### config.mk
export PLATFORM = sky130hd
export DESIGN_NAME = operand2_stage
export DESIGN_NICKNAME = d
export VERILOG_FILES = /design/src/rtl/op2_pkg.sv /design/src/rtl/op2_fwd_mux.sv /design/src/rtl/operand2_stage.sv
export SDC_FILE = /design/constraint.sdc
export NUM_CORES = 1
export LEC_CHECK = 0
export CAP_MARGIN = 0
export CORE_AREA = 2 2 103 105
export CTS_BUF_LIST = sky130_fd_sc_hd__clkbuf_16
export DETAILED_ROUTE_END_ITERATION = 8
export DIE_AREA = 0 0 105 107
export PLACE_DENSITY = 0.94
export SYNTH_ARGS = -nofsm -noshare
export SYNTH_HDL_FRONTEND = slang
export SYNTH_SLANG_ARGS = --single-unit
### constraint.sdc
create_clock -name clk -period 5.1 [get_ports clk]
set_input_delay 0.51 -clock clk [delete_from_list [all_inputs] [get_ports clk]]
set_output_delay 0.51 -clock clk [all_outputs]
set_load 0.005 [all_outputs]
### src/rtl/op2_pkg.sv
// rtl/op2_pkg.sv - shared constants and helpers for the ALU second-operand stage
//
// Contents:
//   OP2_* : 3-bit source-select encodings
//   OP2_RA_W : default register-index width
//   clog2 : ceiling log2, used to size the HI/LO busy counter

package op2_pkg;

  localparam logic [2:0] OP2_PB   = 3'b000;  // pb after forwarding
  localparam logic [2:0] OP2_HI   = 3'b001;
  localparam logic [2:0] OP2_LO   = 3'b010;
  localparam logic [2:0] OP2_PC   = 3'b011;
  localparam logic [2:0] OP2_SEXT = 3'b100;  // imm sign-extended
  localparam logic [2:0] OP2_ZEXT = 3'b101;  // imm zero-extended
  localparam logic [2:0] OP2_LUI  = 3'b110;  // imm in the upper bits
  localparam logic [2:0] OP2_ZERO = 3'b111;

  localparam int OP2_RA_W = 5;

  // Smallest r with 2**r >= value; clog2(1) = 0.
  function automatic int clog2(input int value);
    int r;
    r = 0;
    while ((1 << r) < value) r = r + 1;
    return r;
  endfunction

endpackage

### src/rtl/op2_fwd_mux.sv
// rtl/op2_fwd_mux.sv - priority forwarding of operand B from later pipeline stages
//
// Ports:
//   src_reg   in  RA_W      register index of pb
//   pb        in  W         register-file value
//   fwd_valid in  NFWD      per-source valid
//   fwd_reg   in  NFWD*RA_W per-source destination index, source k in slice k
//   fwd_data  in  NFWD*W    per-source data, source k in slice k
//   pb_fwd    out W         forwarded operand (0 when src_reg is register 0)

module op2_fwd_mux #(
  parameter int W    = 32,
  parameter int RA_W = 5,
  parameter int NFWD = 2
) (
  input  logic [RA_W-1:0]      src_reg,
  input  logic [W-1:0]         pb,
  input  logic [NFWD-1:0]      fwd_valid,
  input  logic [NFWD*RA_W-1:0] fwd_reg,
  input  logic [NFWD*W-1:0]    fwd_data,
  output logic [W-1:0]         pb_fwd
);

  always_comb begin
    pb_fwd = pb;
    // Walk oldest to youngest so the lowest matching index is written last and wins.
    for (int k = NFWD - 1; k >= 0; k--) begin
      if (fwd_valid[k] && (fwd_reg[k*RA_W +: RA_W] == src_reg)) begin
        pb_fwd = fwd_data[k*W +: W];
      end
    end
    // Register 0 is hardwired to zero; a stage "writing" it must not leak through.
    if (src_reg == '0) begin
      pb_fwd = '0;
    end
  end

endmodule

### src/rtl/operand2_stage.sv
// rtl/operand2_stage.sv - registered ALU second-operand select with forwarding and HI/LO interlock
//
// Ports:
//   clk, rst_n          clock, asynchronous active-low reset
//   in_valid/in_ready   request handshake
//   sel                 source select (op2_pkg OP2_*)
//   pb, src_reg         register operand B and its index
//   hi, lo, pc, imm     alternative operand sources
//   fwd_valid/reg/data  NFWD forwarding sources, index 0 youngest
//   hilo_start          multiply/divide issued this cycle
//   flush               kill output register contents
//   out_valid/out_ready output handshake
//   n_out               registered operand
//   hilo_busy           HI/LO results not yet available

module operand2_stage
  import op2_pkg::*;
#(
  parameter int W        = 32,
  parameter int IMM_W    = 16,
  parameter int RA_W     = OP2_RA_W,
  parameter int NFWD     = 2,
  parameter int HILO_LAT = 4
) (
  input  logic                 clk,
  input  logic                 rst_n,
  input  logic                 in_valid,
  output logic                 in_ready,
  input  logic [2:0]           sel,
  input  logic [W-1:0]         pb,
  input  logic [RA_W-1:0]      src_reg,
  input  logic [W-1:0]         hi,
  input  logic [W-1:0]         lo,
  input  logic [W-1:0]         pc,
  input  logic [IMM_W-1:0]     imm,
  input  logic [NFWD-1:0]      fwd_valid,
  input  logic [NFWD*RA_W-1:0] fwd_reg,
  input  logic [NFWD*W-1:0]    fwd_data,
  input  logic                 hilo_start,
  input  logic                 flush,
  output logic                 out_valid,
  input  logic                 out_ready,
  output logic [W-1:0]         n_out,
  output logic                 hilo_busy
);

  localparam int CNT_W = clog2(HILO_LAT + 1);

  logic [CNT_W-1:0] busy_cnt;
  logic [W-1:0]     pb_fwd;
  logic [W-1:0]     operand;
  logic             sel_hilo;
  logic             hazard;
  logic             accept;

  op2_fwd_mux #(
    .W    (W),
    .RA_W (RA_W),
    .NFWD (NFWD)
  ) u_fwd_mux (
    .src_reg   (src_reg),
    .pb        (pb),
    .fwd_valid (fwd_valid),
    .fwd_reg   (fwd_reg),
    .fwd_data  (fwd_data),
    .pb_fwd    (pb_fwd)
  );

  assign hilo_busy = (busy_cnt != '0);
  assign sel_hilo  = (sel == OP2_HI) || (sel == OP2_LO);
  assign hazard    = in_valid && sel_hilo && hilo_busy;
  assign in_ready  = (!out_valid || out_ready) && !hazard && !flush;
  assign accept    = in_valid && in_ready;

  always_comb begin
    operand = '0;
    case (sel)
      OP2_PB:   operand = pb_fwd;
      OP2_HI:   operand = hi;
      OP2_LO:   operand = lo;
      OP2_PC:   operand = pc;
      OP2_SEXT: operand = {{(W-IMM_W){imm[IMM_W-1]}}, imm};
      OP2_ZEXT: operand = {{(W-IMM_W){1'b0}}, imm};
      OP2_LUI:  operand = {imm, {(W-IMM_W){1'b0}}};
      default:  operand = '0;
    endcase
  end

  // Busy counter: the hazard above samples the pre-edge value, so a HI/LO
  // request issued alongside hilo_start with an idle counter still goes through.
  always_ff @(posedge clk or negedge rst_n) begin
    if (!rst_n) begin
      busy_cnt <= '0;
    end else if (hilo_start) begin
      busy_cnt <= CNT_W'(HILO_LAT);
    end else if (busy_cnt != '0) begin
      busy_cnt <= busy_cnt - CNT_W'(1);
    end
  end

  always_ff @(posedge clk or negedge rst_n) begin
    if (!rst_n) begin
      out_valid <= 1'b0;
      n_out     <= '0;
    end else if (flush) begin
      out_valid <= 1'b0;
    end else if (accept) begin
      out_valid <= 1'b1;
      n_out     <= operand;
    end else if (out_ready) begin
      out_valid <= 1'b0;
    end
  end

endmodule

==> results of run 1 <==
## final timing paths
path                                      endpoint  slack (ns)                    start  cells past startpoint
setup / recovery              n_out[4]$_DFFE_PN0P_        1.92               src_reg[4]                      6
hold / removal                n_out[7]$_DFFE_PN0P_        0.36                    rst_n                      1
setup reg to reg             n_out[24]$_DFFE_PN0P_        2.41  busy_cnt[0]$_DFFE_PN0P_                      7
hold reg to reg            busy_cnt[2]$_DFFE_PN0P_        0.50  busy_cnt[2]$_DFFE_PN0P_                      1
max in group asynchronous    n_out[30]$_DFFE_PN0P_        4.20                    rst_n                      1
min in group clk           busy_cnt[2]$_DFFE_PN0P_        0.50  busy_cnt[2]$_DFFE_PN0P_                      1
## cells by family (layout without fill, tap and decap cells)
| group | after synthesis | count (layout) |
|---|---|---|
| AND/OR/NAND/NOR | 84 | 84 |
| flip-flops | 36 | 36 |
| XOR/XNOR | 12 | 12 |
| AO/OA/AOI/OAI | 137 | 137 |
| adder cells (fa/ha/maj) | 2 | 2 |
| multiplexers | 65 | 65 |
| buffers and inverters | 70 | 309 |
## layer usage
layer,share of wire (%),vias up,GRT usage [%]
li1,-,2002,-
met1,39,2028,31.68
met2,50,260,49.72
met3,7.5,37,5.957
met4,3.1,0,9.048
met5,0,-,0
## synth_stat cells (2+ instances only)
| library cell | count |
|---|---|
| a211o_1 | 7 |
| a211oi_1 | 17 |
| a21o_1 | 8 |
| a21oi_1 | 18 |
| a22oi_1 | 16 |
| a32oi_1 | 7 |
| buf_1 | 2 |
| buf_2 | 12 |
| buf_6 | 2 |
| clkbuf_1 | 22 |
| dfrtp_1 | 36 |
| ha_1 | 2 |
| inv_1 | 30 |
| mux2i_1 | 64 |
| nand2_1 | 19 |
| nand2b_1 | 3 |
| nand3_1 | 7 |
| nor2_1 | 31 |
| nor2b_1 | 2 |
| nor3_1 | 10 |
| o211ai_1 | 7 |
| o21ai_0 | 2 |
| o221ai_1 | 7 |
| o221ai_2 | 10 |
| o22ai_1 | 17 |
| o311ai_0 | 5 |
| o311ai_1 | 2 |
| o31ai_1 | 9 |
| or2_1 | 3 |
| xnor2_1 | 7 |
| xor2_1 | 4 |
## stage by stage
stage / area (um^2) / total power (uW) / util [%] / hold WS (ns) / setup WS (ns)
6_report: 6292 / 1378 / 62.35 / 0.3605 / 1.918
5_1_grt: 6292 / 1455 / 62.35 / 0.4200 / 1.624
4_1_cts: 6292 / 1386 / 62.35 / 0.3838 / 1.900
3_5_place_dp: 6156 / 1096 / 61.00 / 0.4856 / 1.610
3_3_place_gp: 6156 / 1073 / 61.00 / 0.4721 / 1.754
2_1_floorplan: 3473 / 669.0 / - / 0.2144 / 3.041
## power groups by stage
stage / Clock (uW) / Combinational, uW / Sequential [uW]
2_1_floorplan: 0 / 251 / 418
3_3_place_gp: 0 / 655 / 418
3_5_place_dp: 0 / 674 / 422
4_1_cts: 291 / 677 / 418
5_1_grt: 308 / 720 / 427
6_report: 285 / 674 / 418
## state kept, by name (all words and copies together) (netlist names)
register and count:
out_valid 1, n_out 32, busy_cnt 3
## final cells by class
class | count | area [um^2]
clock buffers | 5 | 125.1
clock inverters | 3 | 11.26
fillers | 863 | 3800
inverters | 30 | 112.6
multi-input cells | 300 | 2282
flip-flops and latches | 36 | 900.9
well taps | 136 | 170.2
repair buffers | 271 | 2690
## worst max-delay path, stage by stage
cell             delay (ns)
clkdlybuf4s50_1        0.47
xor2_1                 0.19
nor4_1                 0.34
nand3_1                0.53
nand2b_1               0.95
o221ai_1               0.27
==> impl_metrics.ini, run 1 <==
[route]
wl_um = 16050
drc = 0
vias_per_cell = 5.540
antenna_left = 0
vias = 4327
routedWlPerCell_um = 20.55
dr.pass1.iters = 5
drt_iter0_drc = 281

[logic_synthesis]
synthCells = 406
synth_edf_count = 0
synth.avg_cell_area_um2 = 8.555
synth_mux_area_share_pct = 18.77
synthAdderAreaFrac_pct = 0.7205
synth_top_cell_by_area = dfrtp_1
synth-xor-area-share_pct = 3.242
synth_seq_area_share_pct = 25.94
synth_compound_area_share_pct = 31.02
synthTopCellsByArea = dfrtp_1 26%, mux2i_1 18%, o221ai_2 4.3%
syn_nets = 642
synthArstFlopShare_pct = 100.0
yosys.area_share.simple_pct = 11.46
ys_ff_latch = 36
synth_ff_type = dfrtp_1
syn_area_um2 = 3473
synth_warnings = 0
synth_top_family_by_area = compound AO/OA/AOI/OAI gates
yosysTopAreaCellShare_pct = 25.94
synth_cell_types = 49

[clocking]
clkSinkCount = 36
clkTransAtPathRegs_ns = 0.06
cts_buffers = 5
cts_buffer_depth = 2
cts_root_buf = clkbuf_16
cts_hold_buf = 0
cts_setup_buffers = 0
h-tree-depth = 2
cts_resized = 0
clock_latency_ns = 0.27
cts_tree = yes

[critical_path]
crit_type = in -> reg
critPathRequiredTime_ns = 5.19
crit_fanout = 17
cp_data_arrival_time_ns = 3.28
end_kind = register
start_kind = primary input

[power]
p_seq_share_pct = 30.4
power.share.clock_pct = 20.7
p_int_uw = 958.4
p_switching_uw = 419.1
leakage_uw = 0.002704
sw_frac_of_total_pct = 30.42
comb_power_share_pct = 48.9
irDropWorstVdd_uv = 134.2
power_density_nw_per_um2 = 218.9

[run]
maxCapViolations = 0

[die]
coreArea_um2 = 10090
start_util_pct = 34.42
die_y_um = 107
rows = 37
die_area_um2 = 11240
io_pins = 269
die_w_um = 105

[global_routing]
grt_pass1_vias = 4528
grt_overflow = 0
antenna_found_initial = 0
grt_usage_pct = 27.30
grt_pass1_wl_um = 24240
grt_max_degree = 48

[timing]
max-slew-margin-rel_pct = 19.63
fin_crit_ns = 3.182
final.setup.tns_ns = 0
setup_viol = 0
fin_crit_sh_pct = 62.39
finClkSkew_ns = 0.003270
worst_pin_slew_ns = 1.203
slew_viol_final = 0
max_freq_ghz = 0.3143
rsz0062_at_grt = false
hold_viol_final = 0

[final_layout]
syn_to_final_growth_pct = 81.16
layout-drive-gt1-share_pct = 4.651
fin_cells = 781
fin_nets = 880
antennaDiodeCount = 0
final_common_cell = clkdlybuf4s50_1
final_cell_mix = 265 x clkdlybuf4s50_1, 64 x mux2i_1, 36 x dfrtp_1, 32 x inv_1, 31 x nor2_1

[place]
place_congestion = 0.9108
placed_cells = 773
port_buffers = 268
hpwl_um = 12820

[min_path]
hold_class = in -> async

[outcome]
outcome = finished clean
Note: power is estimated with default switching activity, not from simulation.
==> run 2, diff against run 1 <==
--- a/config.mk
+++ b/config.mk
@@ -6,11 +6,11 @@
 export NUM_CORES = 1
 export LEC_CHECK = 0
 export CAP_MARGIN = 0
-export CORE_AREA = 2 2 103 105
+export CORE_MARGIN = 1
+export CORE_UTILIZATION = 31
 export CTS_BUF_LIST = sky130_fd_sc_hd__clkbuf_16
 export DETAILED_ROUTE_END_ITERATION = 8
-export DIE_AREA = 0 0 105 107
-export PLACE_DENSITY = 0.94
+export PLACE_DENSITY = 0.9
 export SYNTH_ARGS = -nofsm -noshare
 export SYNTH_HDL_FRONTEND = slang
 export SYNTH_SLANG_ARGS = --single-unit
==> constraint.sdc (replaced) <==
create_clock -name clk -period 2.92 [get_ports clk]
set_input_delay 0.292 -clock clk [delete_from_list [all_inputs] [get_ports clk]]
set_output_delay 0.292 -clock clk [all_outputs]
set_load 0.005 [all_outputs]
==> run 2 against run 1 <==
Net effect:
- critical path depth up 1
- clock-buffer cell count unchanged
- global-route usage down 0.45 points
- wire length up 0.96%
- via count up 0.12%
- largest cell class unchanged
==> impl_metrics.ini, run 2 (synthesis results as in run 1) <==
[outcome]
outcome = finished clean

[timing]
finClkSkew_ns = 0.005250
hold_slack_ns = 0.1439
hold_viol_final = 0
slew_viol_final = 0
rsz0062_at_grt = false
setup_viol = 0
fin_crit_sh_pct = 86.21
max_freq_ghz = 0.3972
fin_crit_ns = 2.517
max-slew-margin-rel_pct = 39.85
setup_slack_ns = 0.4027
worst_pin_slew_ns = 0.9022
final.setup.tns_ns = 0

[power]
irDropWorstVdd_uv = 286.6
leakage_uw = 0.002770
sw_frac_of_total_pct = 29.72
total_power_uw = 2519
p_switching_uw = 748.8
power_density_nw_per_um2 = 393.0
p_int_uw = 1771
comb_power_share_pct = 46.8
p_seq_share_pct = 29.3
power.share.clock_pct = 23.9

[critical_path]
r2r_cells = 7
start_kind = register
crit_fanout = 7
crit_type = reg -> reg
rrSetupSlack_ns = 0.40
cp_data_arrival_time_ns = 2.69
critical_path.top_delay_family = compound AO/OA/AOI/OAI gates
crit_path_end = n_out[30]$_DFFE_PN0P_
critPathBufInv = 1
r2r-start = busy_cnt[0]$_DFFE_PN0P_
rr_endpoint = n_out[30]$_DFFE_PN0P_
cp.depth = 7
critPathRequiredTime_ns = 3.09
cp_slowest_cell = a211oi_1
critPathMaxStageDelay_ns = 0.73
crit_chain = inv_1, ha_1, nor2b_1, o21ai_0, a211oi_1, a32oi_1, o31ai_1
startpoint = busy_cnt[0]$_DFFE_PN0P_
end_kind = register

[place]
port_buffers = 268
place_congestion = 0.8773
hpwl_um = 13100
detailedPlace.worstSlack_ns = 0.1502

[clocking]
cts_buffer_depth = 2
cts_tree = yes
clkTransAtPathRegs_ns = 0.06
clock_latency_ns = 0.28
h-tree-depth = 2
clkSinkCount = 36
cts_setup_buffers = 0
cts_hold_buf = 0
cts_root_buf = clkbuf_16
cts_resized = 0
cts_buffers = 5

[die]
coreArea_um2 = 10890
die_w_um = 107.9
rows = 38
die_area_um2 = 11630
io_pins = 269
die_y_um = 107.9
start_util_pct = 31.90

[global_routing]
grt_usage_pct = 26.85
antenna_found_initial = 0
grt_pass1_vias = 4476
grt_pass1_wl_um = 23490
grt_overflow = 0
grt_max_degree = 38

[route]
wl_um = 16200
vias_per_cell = 5.435
drc = 0
antenna_left = 0
drt_iter0_drc = 268
routedWlPerCell_um = 20.33
dr.pass1.iters = 4
vias = 4332

[final_layout]
regArea_um2 = 900.9
antennaDiodeCount = 0
layout-drive-gt1-share_pct = 6.697
largest_reg_flops = 32
final_cell_mix = 264 x clkdlybuf4s50_1, 64 x mux2i_1, 36 x dfrtp_1, 31 x inv_1, 31 x nor2_1
biggestRegsByFlops = n_out: 32 flops, busy_cnt: 3 flops, out_valid: 1 flops
nFillCells = 951
fin_nets = 892
final_util_pct = 58.87
largest-register = n_out
multi_input_area_um2 = 2282
final_common_cell = clkdlybuf4s50_1
syn_to_final_growth_pct = 84.55

[run]
maxCapViolations = 0

[min_path]
hold_class = in -> async
run 2: cell count changes in the layout (fill, tap and decap cells not counted):
cell | previous run | this run
buf_4 | 3 | 15
buf_2 | 3 | 4
bufinv_16 | 0 | 1
clkdlybuf4s50_1 | 265 | 264
clkinv_1 | 1 | 0
clkinv_2 | 0 | 1
inv_1 | 32 | 31
or2_1 | 2 | 3
or2_2 | 1 | 0
run 2: final cells by class:
cell class | count | area share (%)
clock buffer | 5 | 1.952
clock inverter | 3 | 0.6051
inverter | 30 | 1.757
multi-input combinational | 300 | 35.60
sequential | 36 | 14.05
tap | 140 | 2.733
timing repair buffer | 283 | 43.29
run 2: power groups by stage:
| stage | Sequential (uW) | Clock [uW] | Combinational (uW) |
|---|---|---|---|
| 2_1_floorplan | 730 | 0 | 438 |
| 3_3_place_gp | 733 | 0 | 1150 |
| 3_5_place_dp | 741 | 0 | 1180 |
| 4_1_cts | 735 | 617 | 1190 |
| 5_1_grt | 750 | 638 | 1270 |
| 6_report | 737 | 602 | 1180 |
run 2: worst min-delay path by stage:
stage	cells past startpoint	startpoint	to	slack, ns
2_1_floorplan	0	rst_n	busy_cnt[0]$_DFFE_PN0P_	-0.004
3_5_place_dp	1	rst_n	busy_cnt[0]$_DFFE_PN0P_	0.45
3_3_place_gp	1	rst_n	busy_cnt[2]$_DFFE_PN0P_	0.43
4_1_cts	1	rst_n	n_out[15]$_DFFE_PN0P_	0.15
6_report	1	rst_n	n_out[15]$_DFFE_PN0P_	0.14
5_1_grt	1	rst_n	n_out[15]$_DFFE_PN0P_	0.20
run 2: routing by layer:
metal	track usage, %	wire length (um)	vias to the layer above
li1	-	-	2026
met1	29.64	6207	2039
met2	50.14	8344	234
met3	5.145	1238	33
met4	10.37	412	0
met5	0	0	-
run 2: worst reg2reg max path, stage by stage, from the launching register on:
cell      delay [ns]
dfrtp_1         0.35
inv_1           0.10
ha_1            0.18
nor2b_1         0.48
o21ai_0         0.19
a211oi_1        0.73
a32oi_1         0.25
o31ai_1         0.14
run 2: through the flow:
stage | instances | instance area, um^2
finish | 797 | 6410
global route | 797 | 6410
CTS | 797 | 6410
detailed placement | 789 | 6246
global placement | 789 | 6246
floorplan | 406 | 3473
==> run 3, diff against run 2 <==
--- a/config.mk
+++ b/config.mk
@@ -7,10 +7,11 @@
 export LEC_CHECK = 0
 export CAP_MARGIN = 0
 export CORE_MARGIN = 1
-export CORE_UTILIZATION = 31
+export CORE_UTILIZATION = 34
 export CTS_BUF_LIST = sky130_fd_sc_hd__clkbuf_16
 export DETAILED_ROUTE_END_ITERATION = 8
-export PLACE_DENSITY = 0.9
+export PLACE_DENSITY = 0.91
 export SYNTH_ARGS = -nofsm -noshare
 export SYNTH_HDL_FRONTEND = slang
+export SYNTH_HIERARCHICAL = 1
 export SYNTH_SLANG_ARGS = --single-unit
==> run 3 against run 2 <==
Net effect:
- register-to-register slack better by 0.42 ns
- worst hold slack got worse by 0.014 ns
- combinational power increased by 8%
- final cell count up 14%
- sequential power shrank 5.0%
- global-route usage is 0.38 points higher
- design area is 12% higher
- utilization rose by 0.38 points
- die area rose by 11%
- non-clock buffer count grew 15
- critical endpoint is now n_out[6]$_DFFE_PN0P_
==> impl_metrics.ini, run 3 <==
[power]
p_int_uw = 1712
sw_frac_of_total_pct = 31.59
leakage_uw = 0.002634
total_power_uw = 2503
irDropWorstVdd_uv = 277.8
p_switching_uw = 790.7
power.share.clock_pct = 21.2
power_density_nw_per_um2 = 348.7
p_seq_share_pct = 28.0
comb_power_share_pct = 50.8

[die]
coreArea_um2 = 12110
rows = 40
die_w_um = 113.7
start_util_pct = 35.03
die_area_um2 = 12930
die_y_um = 113.7
io_pins = 269

[final_layout]
final_cell_mix = 264 x clkdlybuf4s50_1, 44 x o21ai_0, 36 x dfrtp_1, 33 x nor3_1, 30 x a21oi_1
syn_to_final_growth_pct = 69.15
biggestRegsByFlops = n_out: 32 flops, busy_cnt: 3 flops, out_valid: 1 flops
largest_reg_flops = 32
nFillCells = 1049
regArea_um2 = 900.9
final_common_cell = clkdlybuf4s50_1
fin_cells = 909
layout-drive-gt1-share_pct = 14.30
fin_nets = 976
multi_input_area_um2 = 2960
largest-register = n_out
antennaDiodeCount = 0

[logic_synthesis]
synth.avg_cell_area_um2 = 8.520
synth_top_cell_by_area = dfrtp_1
synthCells = 498
yosysMostFrequentCell = o21ai_0
syn_area_um2 = 4243
synth_warnings = 6
syn_nets = 734
synth_ff_type = dfrtp_1
synthArstFlopShare_pct = 100.0
synth_common_cells = 44 x o21ai_0, 36 x dfrtp_1, 33 x nor3_1
synth_edf_count = 0
synth_seq_area_share_pct = 21.23
yosysTopAreaCellShare_pct = 21.23
synthTopCellsByArea = dfrtp_1 21%, mux2i_1 6.1%, mux2_2 5.6%
synth_cell_types = 57
ys_ff_latch = 36

[timing]
setup_viol = 0
worst_pin_slew_ns = 0.8647
fin_crit_sh_pct = 89.24
max_freq_ghz = 0.3838
max-slew-margin-rel_pct = 42.35
final.setup.tns_ns = 0
rsz0062_at_grt = false
fin_crit_ns = 2.606
slew_viol_final = 0
hold_viol_final = 0
finClkSkew_ns = 0.008957
setup_slack_ns = 0.3142

[critical_path]
cp_data_arrival_time_ns = 2.82
start_kind = primary input
critPathRequiredTime_ns = 3.13
crit_fanout = 12
crit_type = in -> reg
cp_slowest_cell = clkdlybuf4s50_1
critPathMaxStageDelay_ns = 0.57
end_kind = register
crit_chain = clkdlybuf4s50_1, xnor2_1, nand4_1, or2_1, a311oi_1, buf_4, mux2i_1, o211ai_1, a22o_2

[clocking]
cts_buffer_depth = 2
clkTransAtPathRegs_ns = 0.06
h-tree-depth = 2
cts_setup_buffers = 0
cts_resized = 0
cts_hold_buf = 0
clock_latency_ns = 0.28
cts_tree = yes
cts_root_buf = clkbuf_16
clkSinkCount = 36
cts_buffers = 5

[route]
routedWlPerCell_um = 19.81
vias_per_cell = 5.763
vias = 5239
drt_iter0_drc = 528
wl_um = 18010
dr.pass1.iters = 5
antenna_left = 0
drc = 0

[place]
detailedPlace.worstSlack_ns = 0.02696
placed_cells = 901
port_buffers = 268
place_congestion = 0.9025
hpwl_um = 14470

[outcome]
outcome = finished clean

[global_routing]
grt_overflow = 0
grt_max_degree = 51
grt-busiest-layer = met2
antenna_found_initial = 0
grt_usage_pct = 27.23
grt_pass1_wl_um = 27350
grt_pass1_vias = 5160
use_met2_pct = 48.09
use_met1_pct = 33.65
use_met3_pct = 4.729

[run]
maxCapViolations = 0

[min_path]
hold_class = in -> async
-- run 3: changes by cell type after synthesis, sizes merged, moves of 18 or more --
| cell | delta |
|---|---|
| a22o | +32 |
| inv | -25 |
| mux2 | +20 |
| mux2i | -38 |
| nor2 | -27 |
| nor3 | +23 |
| o21ai | +45 |
| o22a | +18 |
-- run 3: layout make-up --
| class | count | share of cell area (%) |
|---|---|---|
| repair buffers | 298 | 40.97 |
| well taps | 168 | 2.929 |
| clock inverters | 3 | 0.2441 |
| inverters | 6 | 0.3138 |
| multi-input cells | 393 | 41.25 |
| flip-flops and latches | 36 | 12.55 |
| clock buffers | 5 | 1.743 |
-- run 3: metal layers --
| metal | vias up | part of all wire, % |
|---|---|---|
| li1 | 2450 | - |
| met1 | 2469 | 40 |
| met2 | 286 | 49 |
| met3 | 34 | 8.6 |
| met4 | 0 | 2.8 |
| met5 | - | 0 |
-- run 3: worst max-delay path: cells and delay by family --
| kind | cells | cell delay [ns] |
|---|---|---|
| and+or+nand+nor | 2 | 0.66 |
| buffers and inverters | 2 | 0.78 |
| AOI/OAI and AO/OA | 3 | 0.87 |
| xor gates and xnor gates | 1 | 0.14 |
| muxes | 1 | 0.07 |
-- run 3: cells by family after synthesis --
kind of cell | count (synthesis) | synth area share (%)
compound gates | 205 | 36.39
xor+xnor | 12 | 2.654
fa+ha+maj | 2 | 0.5897
buf+inv | 69 | 9.053
flops | 36 | 21.23
mux | 50 | 13.30
simple gates | 124 | 16.78
-- run 3: worst paths after layout --
check,endpoint,slack [ns],cells past startpoint,from
max,n_out[6]$_DFFE_PN0P_,0.31,9,src_reg[3]
min,out_valid$_DFFE_PN0P_,0.13,1,rst_n
max reg2reg,n_out[17]$_DFFE_PN0P_,0.82,8,busy_cnt[0]$_DFFE_PN0P_
min reg2reg,n_out[1]$_DFFE_PN0P_,0.51,1,n_out[1]$_DFFE_PN0P_
max in group asynchronous,n_out[6]$_DFFE_PN0P_,2.25,1,rst_n
min in group clk,n_out[1]$_DFFE_PN0P_,0.51,1,n_out[1]$_DFFE_PN0P_
-- run 3: power by group through the flow --
stage	combinational [uW]	sequential, uW	clock (uW)
floorplan	551	702	0
global placement	1250	703	0
detailed placement	1270	704	0
CTS	1270	698	534
global route	1360	713	557
finish	1270	700	530
-- run 3: metrics by stage --
stage | hold slack, ns | util, % | area [um^2]
4_1_cts | 0.1500 | 59.26 | 7177
5_1_grt | 0.1773 | 59.26 | 7177
2_1_floorplan | -0.003591 | - | 4243
6_report | 0.1297 | 59.26 | 7177
3_3_place_gp | 0.4411 | 58.08 | 7034
3_5_place_dp | 0.4419 | 58.08 | 7034
